==> src/rtl/mul_div_unit_pkg.sv <==
// Shared definitions for the iterative multiply/divide unit: op codes,
// FSM state encoding and small op-decoding helpers.
package mul_div_unit_pkg;

   typedef enum logic [1:0] {
      OP_MULT  = 2'b00,
      OP_MULTU = 2'b01,
      OP_DIV   = 2'b10,
      OP_DIVU  = 2'b11
   } mdu_op_t;

   typedef enum logic [1:0] {
      ST_IDLE = 2'b00,
      ST_CALC = 2'b01,
      ST_FIX  = 2'b10,
      ST_DONE = 2'b11
   } mdu_state_t;

   function automatic logic op_is_div(input mdu_op_t op);
      return (op == OP_DIV) || (op == OP_DIVU);
   endfunction

   function automatic logic op_is_signed(input mdu_op_t op);
      return (op == OP_MULT) || (op == OP_DIV);
   endfunction

endpackage

==> src/rtl/mul_div_unit_if.sv <==
// Request/result bundle of the multiply/divide unit; the FSM state is
// carried alongside for observation.
interface mul_div_unit_if #(parameter int WIDTH = 32);
   import mul_div_unit_pkg::*;

   // Handshake: start is sampled only while the unit is idle (busy=0 and
   // not in DONE); done pulses for one cycle when hi/lo/div_by_zero are
   // updated, and those outputs then hold until the next done.
   logic             start;
   logic [1:0]       op;
   logic [WIDTH-1:0] a;
   logic [WIDTH-1:0] b;
   logic             busy;
   logic             done;
   logic [WIDTH-1:0] hi;
   logic [WIDTH-1:0] lo;
   logic             div_by_zero;
   mdu_state_t       state;

   modport master (
      output start, op, a, b,
      input  busy, done, hi, lo, div_by_zero, state
   );

   modport slave (
      input  start, op, a, b,
      output busy, done, hi, lo, div_by_zero, state
   );

endinterface

==> src/rtl/mdu_negate.sv <==
// Conditional two's-complement negator: dout = en ? -din : din.
module mdu_negate #(
   parameter int W = 32
) (
   input  logic         en,
   input  logic [W-1:0] din,
   output logic [W-1:0] dout
);

   assign dout = en ? (~din + {{(W-1){1'b0}}, 1'b1}) : din;

endmodule

==> src/rtl/mul_div_unit.sv <==
// Radix-2 iterative multiply/divide unit: sign-magnitude operands, one
// shift-add or restoring shift-subtract step per cycle, sign fix-up at the end.
module mul_div_unit
   import mul_div_unit_pkg::*;
#(
   parameter int WIDTH = 32,
   parameter int CNT_W = $clog2(WIDTH) + 1
) (
   input  logic           clk,
   input  logic           reset,
   mul_div_unit_if.slave  bus
);

   localparam logic [CNT_W-1:0] CNT_INIT = CNT_W'(WIDTH);
   localparam logic [CNT_W-1:0] CNT_ONE  = CNT_W'(1);

   mdu_state_t       state_q, state_d;
   mdu_op_t          op_q, op_d;
   logic [WIDTH-1:0] acc_hi_q, acc_hi_d;
   logic [WIDTH-1:0] acc_lo_q, acc_lo_d;
   logic [WIDTH-1:0] opnd_q, opnd_d;
   logic [WIDTH-1:0] hi_q, hi_d;
   logic [WIDTH-1:0] lo_q, lo_d;
   logic [CNT_W-1:0] cnt_q, cnt_d;
   logic             neg_lo_q, neg_lo_d;
   logic             neg_hi_q, neg_hi_d;
   logic             done_q, done_d;
   logic             dbz_q, dbz_d;
   logic             dbz_pend_q, dbz_pend_d;

   mdu_op_t          in_op;
   logic             in_div, in_signed, a_neg, b_neg;
   logic [WIDTH-1:0] a_abs, b_abs;

   assign in_op     = mdu_op_t'(bus.op);
   assign in_div    = op_is_div(in_op);
   assign in_signed = op_is_signed(in_op);
   assign a_neg     = in_signed & bus.a[WIDTH-1];
   assign b_neg     = in_signed & bus.b[WIDTH-1];

   mdu_negate #(.W(WIDTH)) u_abs_a (.en(a_neg), .din(bus.a), .dout(a_abs));
   mdu_negate #(.W(WIDTH)) u_abs_b (.en(b_neg), .din(bus.b), .dout(b_abs));

   // One WIDTH+1-bit adder serves both ops; the extra top bit of add_res is
   // the carry, which for a subtraction means "no borrow" (quotient bit 1).
   logic [WIDTH:0]   add_x, add_y;
   logic             add_sub;
   logic [WIDTH+1:0] add_res;
   logic             no_borrow;
   logic [WIDTH-1:0] step_hi, step_lo;

   always_comb begin
      add_x   = {1'b0, acc_hi_q};
      add_y   = '0;
      add_sub = 1'b0;
      if (op_is_div(op_q)) begin
         add_x   = {acc_hi_q, acc_lo_q[WIDTH-1]};
         add_y   = {1'b0, opnd_q};
         add_sub = 1'b1;
      end else if (acc_lo_q[0]) begin
         add_y = {1'b0, opnd_q};
      end
      add_res = {1'b0, add_x}
              + {1'b0, (add_sub ? ~add_y : add_y)}
              + {{(WIDTH+1){1'b0}}, add_sub};
   end

   assign no_borrow = add_res[WIDTH+1];

   always_comb begin
      if (op_is_div(op_q)) begin
         step_hi = no_borrow ? add_res[WIDTH-1:0] : add_x[WIDTH-1:0];
         step_lo = {acc_lo_q[WIDTH-2:0], no_borrow};
      end else begin
         step_hi = add_res[WIDTH:1];
         step_lo = {add_res[0], acc_lo_q[WIDTH-1:1]};
      end
   end

   // Sign correction: the product is negated as one 2*WIDTH-bit value, the
   // quotient and remainder independently.
   logic [2*WIDTH-1:0] prod_fix;
   logic [WIDTH-1:0]   quot_fix, rem_fix;

   mdu_negate #(.W(2*WIDTH)) u_fix_prod (
      .en(neg_lo_q), .din({acc_hi_q, acc_lo_q}), .dout(prod_fix));
   mdu_negate #(.W(WIDTH)) u_fix_quot (
      .en(neg_lo_q), .din(acc_lo_q), .dout(quot_fix));
   mdu_negate #(.W(WIDTH)) u_fix_rem (
      .en(neg_hi_q), .din(acc_hi_q), .dout(rem_fix));

   always_comb begin
      state_d    = state_q;
      op_d       = op_q;
      acc_hi_d   = acc_hi_q;
      acc_lo_d   = acc_lo_q;
      opnd_d     = opnd_q;
      hi_d       = hi_q;
      lo_d       = lo_q;
      cnt_d      = cnt_q;
      neg_lo_d   = neg_lo_q;
      neg_hi_d   = neg_hi_q;
      done_d     = 1'b0;
      dbz_d      = dbz_q;
      dbz_pend_d = dbz_pend_q;

      unique case (state_q)
         ST_IDLE: begin
            if (bus.start) begin
               op_d  = in_op;
               cnt_d = CNT_INIT;
               dbz_d = 1'b0;
               if (in_div && (bus.b == '0)) begin
                  // Divide by zero skips iteration; FIX passes values through.
                  acc_hi_d   = bus.a;
                  acc_lo_d   = '1;
                  opnd_d     = '0;
                  neg_lo_d   = 1'b0;
                  neg_hi_d   = 1'b0;
                  dbz_pend_d = 1'b1;
                  state_d    = ST_FIX;
               end else begin
                  acc_hi_d   = '0;
                  acc_lo_d   = a_abs;
                  opnd_d     = b_abs;
                  neg_lo_d   = a_neg ^ b_neg;
                  neg_hi_d   = in_div & a_neg;
                  dbz_pend_d = 1'b0;
                  state_d    = ST_CALC;
               end
            end
         end
         ST_CALC: begin
            acc_hi_d = step_hi;
            acc_lo_d = step_lo;
            cnt_d    = cnt_q - CNT_ONE;
            if (cnt_q == CNT_ONE) state_d = ST_FIX;
         end
         ST_FIX: begin
            if (op_is_div(op_q)) begin
               acc_hi_d = rem_fix;
               acc_lo_d = quot_fix;
            end else begin
               {acc_hi_d, acc_lo_d} = prod_fix;
            end
            state_d = ST_DONE;
         end
         ST_DONE: begin
            hi_d    = acc_hi_q;
            lo_d    = acc_lo_q;
            dbz_d   = dbz_pend_q;
            done_d  = 1'b1;
            state_d = ST_IDLE;
         end
         default: state_d = ST_IDLE;
      endcase
   end

   always_ff @(posedge clk or posedge reset) begin
      if (reset) begin
         state_q    <= ST_IDLE;
         op_q       <= OP_MULT;
         acc_hi_q   <= '0;
         acc_lo_q   <= '0;
         opnd_q     <= '0;
         hi_q       <= '0;
         lo_q       <= '0;
         cnt_q      <= '0;
         neg_lo_q   <= 1'b0;
         neg_hi_q   <= 1'b0;
         done_q     <= 1'b0;
         dbz_q      <= 1'b0;
         dbz_pend_q <= 1'b0;
      end else begin
         state_q    <= state_d;
         op_q       <= op_d;
         acc_hi_q   <= acc_hi_d;
         acc_lo_q   <= acc_lo_d;
         opnd_q     <= opnd_d;
         hi_q       <= hi_d;
         lo_q       <= lo_d;
         cnt_q      <= cnt_d;
         neg_lo_q   <= neg_lo_d;
         neg_hi_q   <= neg_hi_d;
         done_q     <= done_d;
         dbz_q      <= dbz_d;
         dbz_pend_q <= dbz_pend_d;
      end
   end

   assign bus.busy        = (state_q == ST_CALC) || (state_q == ST_FIX);
   assign bus.done        = done_q;
   assign bus.hi          = hi_q;
   assign bus.lo          = lo_q;
   assign bus.div_by_zero = dbz_q;
   assign bus.state       = state_q;

endmodule

==> src/flat_wrapper.sv <==
// flat-port wrapper written by rule: the top's interface ports become plain ports
module mul_div_unit_flat import mul_div_unit_pkg::*;
#(
   parameter int WIDTH = 32,
   parameter int CNT_W = $clog2(WIDTH) + 1
)
  (clk, reset, bus_start, bus_op, bus_a, bus_b, bus_busy, bus_done, bus_hi, bus_lo, bus_div_by_zero, bus_state);
  mul_div_unit_if #(.WIDTH(WIDTH)) bus_i ();
  input  logic clk;
  input  logic reset;
  input wire logic [$bits(bus_i.start)-1:0] bus_start;
  input wire logic [$bits(bus_i.op)-1:0] bus_op;
  input wire logic [$bits(bus_i.a)-1:0] bus_a;
  input wire logic [$bits(bus_i.b)-1:0] bus_b;
  output wire logic [$bits(bus_i.busy)-1:0] bus_busy;
  output wire logic [$bits(bus_i.done)-1:0] bus_done;
  output wire logic [$bits(bus_i.hi)-1:0] bus_hi;
  output wire logic [$bits(bus_i.lo)-1:0] bus_lo;
  output wire logic [$bits(bus_i.div_by_zero)-1:0] bus_div_by_zero;
  output wire logic [$bits(bus_i.state)-1:0] bus_state;
  assign bus_i.start = bus_start;
  assign bus_i.op = bus_op;
  assign bus_i.a = bus_a;
  assign bus_i.b = bus_b;
  assign bus_busy = bus_i.busy;
  assign bus_done = bus_i.done;
  assign bus_hi = bus_i.hi;
  assign bus_lo = bus_i.lo;
  assign bus_div_by_zero = bus_i.div_by_zero;
  assign bus_state = bus_i.state;
  mul_div_unit #(.WIDTH(WIDTH), .CNT_W(CNT_W)) u_core (.clk(clk), .reset(reset), .bus(bus_i));
endmodule
==> config.mk <==
export PLATFORM = sky130hd
export DESIGN_NAME = mul_div_unit_flat
export DESIGN_NICKNAME = d
export VERILOG_FILES = /design/src/rtl/mul_div_unit_pkg.sv /design/src/rtl/mul_div_unit_if.sv /design/src/rtl/mdu_negate.sv /design/src/rtl/mul_div_unit.sv /design/src/flat_wrapper.sv
export SDC_FILE = /design/constraint.sdc
export NUM_CORES = 1
export LEC_CHECK = 0
export CAP_MARGIN = 0
export CORE_UTILIZATION = 60
export CTS_BUF_LIST = sky130_fd_sc_hd__clkbuf_8 sky130_fd_sc_hd__clkbuf_16
export CTS_CLUSTER_DIAMETER = 100
export CTS_CLUSTER_SIZE = 12
export DETAILED_ROUTE_END_ITERATION = 10
export GPL_ROUTABILITY_DRIVEN = 0
export PLACE_DENSITY = 0.83
export SLEW_MARGIN = 40
export SYNTH_ARGS = -nofsm -noshare
export SYNTH_HDL_FRONTEND = slang
export SYNTH_SLANG_ARGS = --single-unit
==> constraint.sdc <==
create_clock -name clk -period 15.1 [get_ports clk]
set_input_delay 1.51 -clock clk [delete_from_list [all_inputs] [get_ports clk]]
set_output_delay 1.51 -clock clk [all_outputs]
set_load 0.03 [all_outputs]
# Yosys cells after proc, flatten, opt, wreduce, memory -nomap -nowiden
# Cells that the tools add are included.
# Widths: inputs -> output; s select.
op_classes:
  addsub: 8
  eq_ne: 13
  mux: 34
  bitwise_logic: 10
  reduce_logical: 17
op_table:
  columns: ["cell", "count"]
  rows:
  - ["$mux 32", 15]
  - ["$pmux 32 s3", 2]
  - ["$add 32x1->32 const B", 4]
  - ["$not 32->32", 4]
  - ["$mux 33", 3]
  - ["$add 64x1->64 const B", 1]
  - ["$mux 64", 1]
  - ["$not 64->64", 1]
  - ["$add 33x33->34", 1]
  - ["$add 34x1->34", 1]
  - ["$not 33->33", 1]
  - ["$logic_not 32->1", 1]
  - ["$eq 2x2->1 const B", 6]
  - ["$pmux 6 s2", 1]
  - ["$pmux 2 s4", 1]
  - ["$reduce_and 2->1", 4]
  - ["$eq 6x1->1 const B", 1]
  - ["$mux 1", 6]
  - ["$mux 2", 3]
  - ["$mux 6", 1]
  - ["$sub 6x1->6 const B", 1]
  - ["$logic_not 2->1", 2]
  - ["$logic_or 1x1->1", 4]
  - ["$ne 2x1->1 const B", 2]
  - ["other kinds (12)", 15]
totals:
  regBits: 175
  input_bits: 69
  wordCells: 95

# Logic depth before layout (Yosys ltp)
logic_depth:
  depth_word: 10
  mapped_depth: 19
  depth_no_buf: 14

# Hierarchy
# Synthesis repeated with hierarchy kept, for this count alone.
hier_totals:
  hier_cells: 1954
  area_unflattened_um2: 16876.2
by_module_without_submodules:
  columns: ["module", "instances", "cells_per_inst", "area_each_um2", "seq_area_each_um2"]
  rows:
  - ["mul_div_unit", 1, 1352, 12119.1, 4354.2]
  - ["mdu_negate (u_core.u_abs_a ...)", 4, 99, 777.0, 0.0]
  - ["mdu_negate (u_core.u_fix_prod)", 1, 206, 1649.1, 0.0]

# Least setup slack after synthesis
# OpenSTA, ideal clock, no wires.
synth_path:
  kind: "register to register"
  from: "register u_core.op_q[1]"
  to: "register u_core.acc_hi_q[0]"
  setup_ns: 0.131
  arrival_time_ns: 4.387
  required_ns: 14.969
  slack_ns: 10.581
  stages_incl_launch_ff: 17
  n_path_buf: 5
  period_less_slack_ns: 4.519
  path_cell_list: "dfrtp_1 buf_6 clkbuf_1 clkbuf_1 buf_1 mux2_2 ha_1 clkbuf_1 a21oi_1 o21ai_0 a2111oi_0 o22ai_1 nor2_2 nor2b_1 xnor2_1 a21oi_1 or3_1"
synth_between:
  elab_chain_cells: 10
  word_cells_on_any_way: 17
  cone_classes: "add/sub: 2; eq/ne: 4; mux: 8; bitwise: 1; reduce/logical: 2"
synth_rtl:
  columns: ["element", "line", "source"]
  rows:
  - ["from (decl)", "mul_div_unit.sv:18", "mdu_op_t op_q, op_d;"]
  - ["from (signal assigned)", "mul_div_unit.sv:176", "op_q <= op_d;"]
  - ["$eq 2x2->1", "mul_div_unit_pkg.sv:20", "return (op == OP_DIV) || (op == OP_DIVU);"]
  - ["$logic_or 1x1->1 (*)", "mul_div_unit_pkg.sv:20", null]
  - ["$mux 33", "mul_div_unit.sv:56", "if (op_is_div(op_q)) begin"]
  - ["$not 33->33", "mul_div_unit.sv:64", "+ {1'b0, (add_sub ? ~add_y : add_y)}"]
  - ["$mux 33", "mul_div_unit.sv:64", null]
  - ["$add 33x33->34", "mul_div_unit.sv:64", null]
  - ["$add 34x1->34", "mul_div_unit.sv:65", "+ {{(WIDTH+1){1'b0}}, add_sub};"]
  - ["$mux 32", "mul_div_unit.sv:72", "step_hi = no_borrow ? add_res[WIDTH-1:0] : add_x[WIDTH-1:0];"]
  - ["$mux 32", "mul_div_unit.sv:71", "if (op_is_div(op_q)) begin"]
  - ["$pmux 32 s3", "mul_div_unit.sv:107", "unique case (state_q)"]
  - ["to (signal assigned)", "mul_div_unit.sv:177", "acc_hi_q <= acc_hi_d;"]
  - ["to (decl)", "mul_div_unit.sv:19", "logic [WIDTH-1:0] acc_hi_q, acc_hi_d;"]
# Every way passes the cells marked *; elsewhere a longest branch is shown, timed or not.
# A chain may end at the register's enable or synchronous reset.

# Worst setup path in the final report
layout_path:
  from: "register u_core.op_q[1]"
  to: "register u_core.acc_hi_q[27]"
# The elaborated chain is that of the path after synthesis.

==> impl_summary.log <==
INFO  metric synth_flop_cell = sky130_fd_sc_hd__dfrtp_1
INFO  metric hpwl_after_dpl = 30020 µm
INFO  metric buffer_ports.inserted = 137
INFO  metric ys_seq_area_share = 31.62%
INFO  metric area_fraction_in_compound_gates_after_synthesis = 23.76%
INFO  metric critical_path.n_buffers_inverters = 1
INFO  metric die_area = 23560 µm²
INFO  metric flow.area_growth_from_synthesis = 14.08%
INFO  metric synth_edf_count = 0
INFO  metric timing.critical_path.required = 15.46 ns
INFO  metric initial_utilization = 61.01%
INFO  metric setup.worst_path.class = reg2reg
INFO  metric cts_hold_repair.buffers = 0
INFO  metric die_h = 153.5 µm
INFO  metric finish.net_count = 1817
INFO  metric syn_area = 13770 µm²
INFO  metric series_of_cell_instances_along_the_critical_path = inv_2, o21ai_0, fa_1, a21oi_1, o21ai_0, a221o_1, o21ai_0, a31oi_1, xor2_1, o221a_2, o21ai_0, a31oi_1
INFO  metric end_kind = register
INFO  metric worst_slew_pin_slew = 0.8711 ns
INFO  metric crit_path_start_kind = register
INFO  metric clock_path_buffers = 2
INFO  metric post_synthesis_cell_count = 1655
INFO  metric crit_slowest_cell = sky130_fd_sc_hd__dfrtp_4
INFO  metric routed_via_density = 6.866
INFO  metric synthMostInstantiatedCell = sky130_fd_sc_hd__nand2_1
INFO  metric num_io_pins = 138
INFO  metric slew_violations = 0
INFO  metric die_x = 153.5 µm
INFO  metric dr.first_iter.drc_count = 1978
INFO  metric crit_top_cell = sky130_fd_sc_hd__o21ai_0
INFO  metric drt_drc_violations_left = 0
INFO  metric timing.critical_path.max_delay_family = compound AO/OA/AOI/OAI gates
INFO  metric synth_area_per_cell = 8.321 µm²
INFO  metric floorplan.core_area = 22570 µm²
INFO  metric synthesis.yosys.warnings = 0
INFO  metric diodes_inserted = 0
INFO  metric cts-resized-gates = 0
INFO  metric max_clock_freq = 206.3 MHz
INFO  metric grt_start_max_net_pins = 104
INFO  metric worst_ep_arrival_time = 5.21 ns
INFO  metric synth_top_cell_by_area = sky130_fd_sc_hd__dfrtp_1
INFO  metric fin_worst_skew = 0.01646 ns
INFO  metric routed_wire_length = 43240 µm
INFO  metric p_leak = 6.248 nW
INFO  metric post_synth_fa_ha_maj_area_fraction = 3.961%
INFO  metric hold_ws = 0.4964 ns
INFO  metric layout.filler_cells = 1764
INFO  metric clk_transition_reported_paths = 0.07 ns
INFO  metric final_hold_viol_count = 0
INFO  metric postSynthRegisterBits = 174
INFO  metric synthXorXnorAreaFrac = 7.060%
INFO  metric tritoncts = done
INFO  metric clock_tree.root_cell = sky130_fd_sc_hd__clkbuf_16
INFO  metric synth_mux_area_share = 9.949%
INFO  metric synthSimpleGateAreaFrac = 18.64%
INFO  metric grt_first_pass_wirelength = 68750 µm
INFO  metric powerDensity = 267.4 nW/µm²
INFO  metric clkLatencyLatePin = 0.45 ns
INFO  metric min_period = 4.846 ns
INFO  metric drt-wirelength-per-cell = 21.59 µm
INFO  metric max_slew_margin = 41.81%
INFO  metric async_reset_ff_share = 100.0%
INFO  metric antenna_found_initial = 0
INFO  metric via_count = 13750
INFO  metric postSynthNetCount = 1767
INFO  metric first_global_vias = 12660
INFO  metric cts_buf_count = 17
INFO  metric grt_setup_unrepaired = false
INFO  metric drt_pre_antenna_iters = 6
INFO  metric total_number_of_clock_tree_sinks = 174
INFO  metric setup_viol = 0
INFO  metric synth.top_cells.by_area = sky130_fd_sc_hd__dfrtp_1 32%, sky130_fd_sc_hd__mux2_2 9.7%, sky130_fd_sc_hd__o21ai_0 6.5%, sky130_fd_sc_hd__nand2_1 6.3%, sky130_fd_sc_hd__xnor2_1 4.1%
INFO  metric core.rowCount = 55
INFO  metric synth.top_cell.area_share = 31.62%
INFO  metric drtAntennaViolNets = 0
INFO  metric h-tree-depth = 4
INFO  metric outcome = finished clean
INFO  metric synth_top_cells_by_count = 232 x sky130_fd_sc_hd__nand2_1, 178 x sky130_fd_sc_hd__o21ai_0, 174 x sky130_fd_sc_hd__dfrtp_1, 119 x sky130_fd_sc_hd__mux2_2, 109 x sky130_fd_sc_hd__nor2_1
INFO  metric grt_util_all_layers = 36.65%
INFO  metric tns = 0 ns
INFO  metric critPathMaxStageDelay = 0.70 ns
INFO  metric drv_cap = 0
INFO  metric min_path_type = reg2reg
INFO  metric post_cts.repair.setup_buffers = 0
INFO  metric sum_of_overflow_across_all_layers_after_global_routing = 0
INFO  metric timing.final.crit_share = 32.10%
INFO  metric share_of_post_route_cells_with_drive_strength_above_1 = 12.81%
INFO  metric crit_path_max_fanout = 40
INFO  metric max-vdd-ir-drop = 0.0001429 V
INFO  metric yosys_cell_types = 83
INFO  metric synth_top_family_by_area = compound AO/OA/AOI/OAI gates
## where the power goes
| group | total, mW | leakage (nW) | internal (mW) | switching [mW] |
|---|---|---|---|---|
| clock | 0.459 | 0.294 | 0.236 | 0.223 |
| combinational | 2.74 | 3.76 | 1.07 | 1.68 |
| sequential | 1.00 | 2.19 | 0.683 | 0.317 |
| total | 4.20 | 6.25 | 1.99 | 2.22 |
## per-stage QoR
stage	setup WS [ns]	power, mW	cell area, µm²	util, %	std cells
final	10.25	4.201	15710	69.60	2003
after global routing	10.00	4.418	15710	69.60	2003
after CTS	10.25	4.089	15700	69.55	2003
after detailed placement	10.08	3.612	15100	66.91	1971
after global placement	9.688	3.524	15080	66.81	1971
after floorplan	8.873	2.857	13770	-	1655
## final cells by class
| class | count | area, µm² | share of cell area (%) |
|---|---|---|---|
| sequential | 174 | 4358 | 27.74 |
| inverter | 35 | 138.9 | 0.8840 |
| tap | 285 | 356.6 | 2.270 |
| clock inverter | 15 | 171.4 | 1.091 |
| timing repair buffer | 152 | 1491 | 9.493 |
| multi-input combinational | 1325 | 8768 | 55.81 |
| clock buffer | 17 | 425.4 | 2.708 |
## final timing paths
check | start | end | slack [ns] | cells after the start
setup / recovery | u_core.op_q[1] | u_core.acc_hi_q[27] | 10.25 | 12
hold / removal | u_core.opnd_q[20] | u_core.opnd_q[20] | 0.50 | 2
setup reg to reg | u_core.op_q[1] | u_core.acc_hi_q[27] | 10.25 | 12
hold reg to reg | u_core.opnd_q[20] | u_core.opnd_q[20] | 0.50 | 2
max in group asynchronous | reset | u_core.acc_hi_q[8] | 12.33 | 3
min in group asynchronous | reset | u_core.bus.done | 1.58 | 2
## layer usage
metal,global-route usage [%],vias up,share of wire (%)
met3,7.948,158,13
met1,51.77,6439,40
met4,14.29,0,3.9
met2,54.78,969,43
li1,-,6187,-
met5,0,-,0
## registers in the layout, summed over array words and instances (netlist names)
signal                  cells
u_core.bus.div_by_zero      1
u_core.op_q                 1
u_core.neg_lo_q             1
u_core.dbz_pend_q           1
u_core.bus.hi              32
u_core.bus.done             1
u_core.opnd_q              32
u_core.bus.state            2
u_core.neg_hi_q             1
u_core.acc_hi_q            32
u_core.bus.lo              32
u_core.acc_lo_q            32
u_core.cnt_q                6
## cell usage in the layout, fill, tap and decap left out, drive strengths merged, types with 10 or more instances in the layout
master and instances:
a32o 16, a21o 13, clkdlybuf4s50 137, nor3 44, a21oi 107, xor2 46
a31oi 24, o21a 11, nor4 26, nand3 38, nor2 110, nand2 232
o22ai 12, ha 42, o221a 12, o31ai 16, o21ai 178, xnor2 65
buf 15, a221oi 10, o41ai 10, o311ai 12, clkbuf 17, inv 41
mux2 119, o221ai 14, or4 15, or3 16, dfrtp 174
## tightest hold or removal path, cell delays in order, from the launching register on
cell and delay, ns:
sky130_fd_sc_hd__dfrtp_1 0.36, sky130_fd_sc_hd__nand2_1 0.05, sky130_fd_sc_hd__o21ai_0 0.06
## cell families after synthesis
group / Yosys count
adders and majority gates: 43
and+or+nand+nor: 542
buffers and inverters: 156
DFF: 174
AOI/OAI and AO/OA: 507
xor gates and xnor gates: 111
muxes: 122
Note: power is estimated with default switching activity, not from simulation.
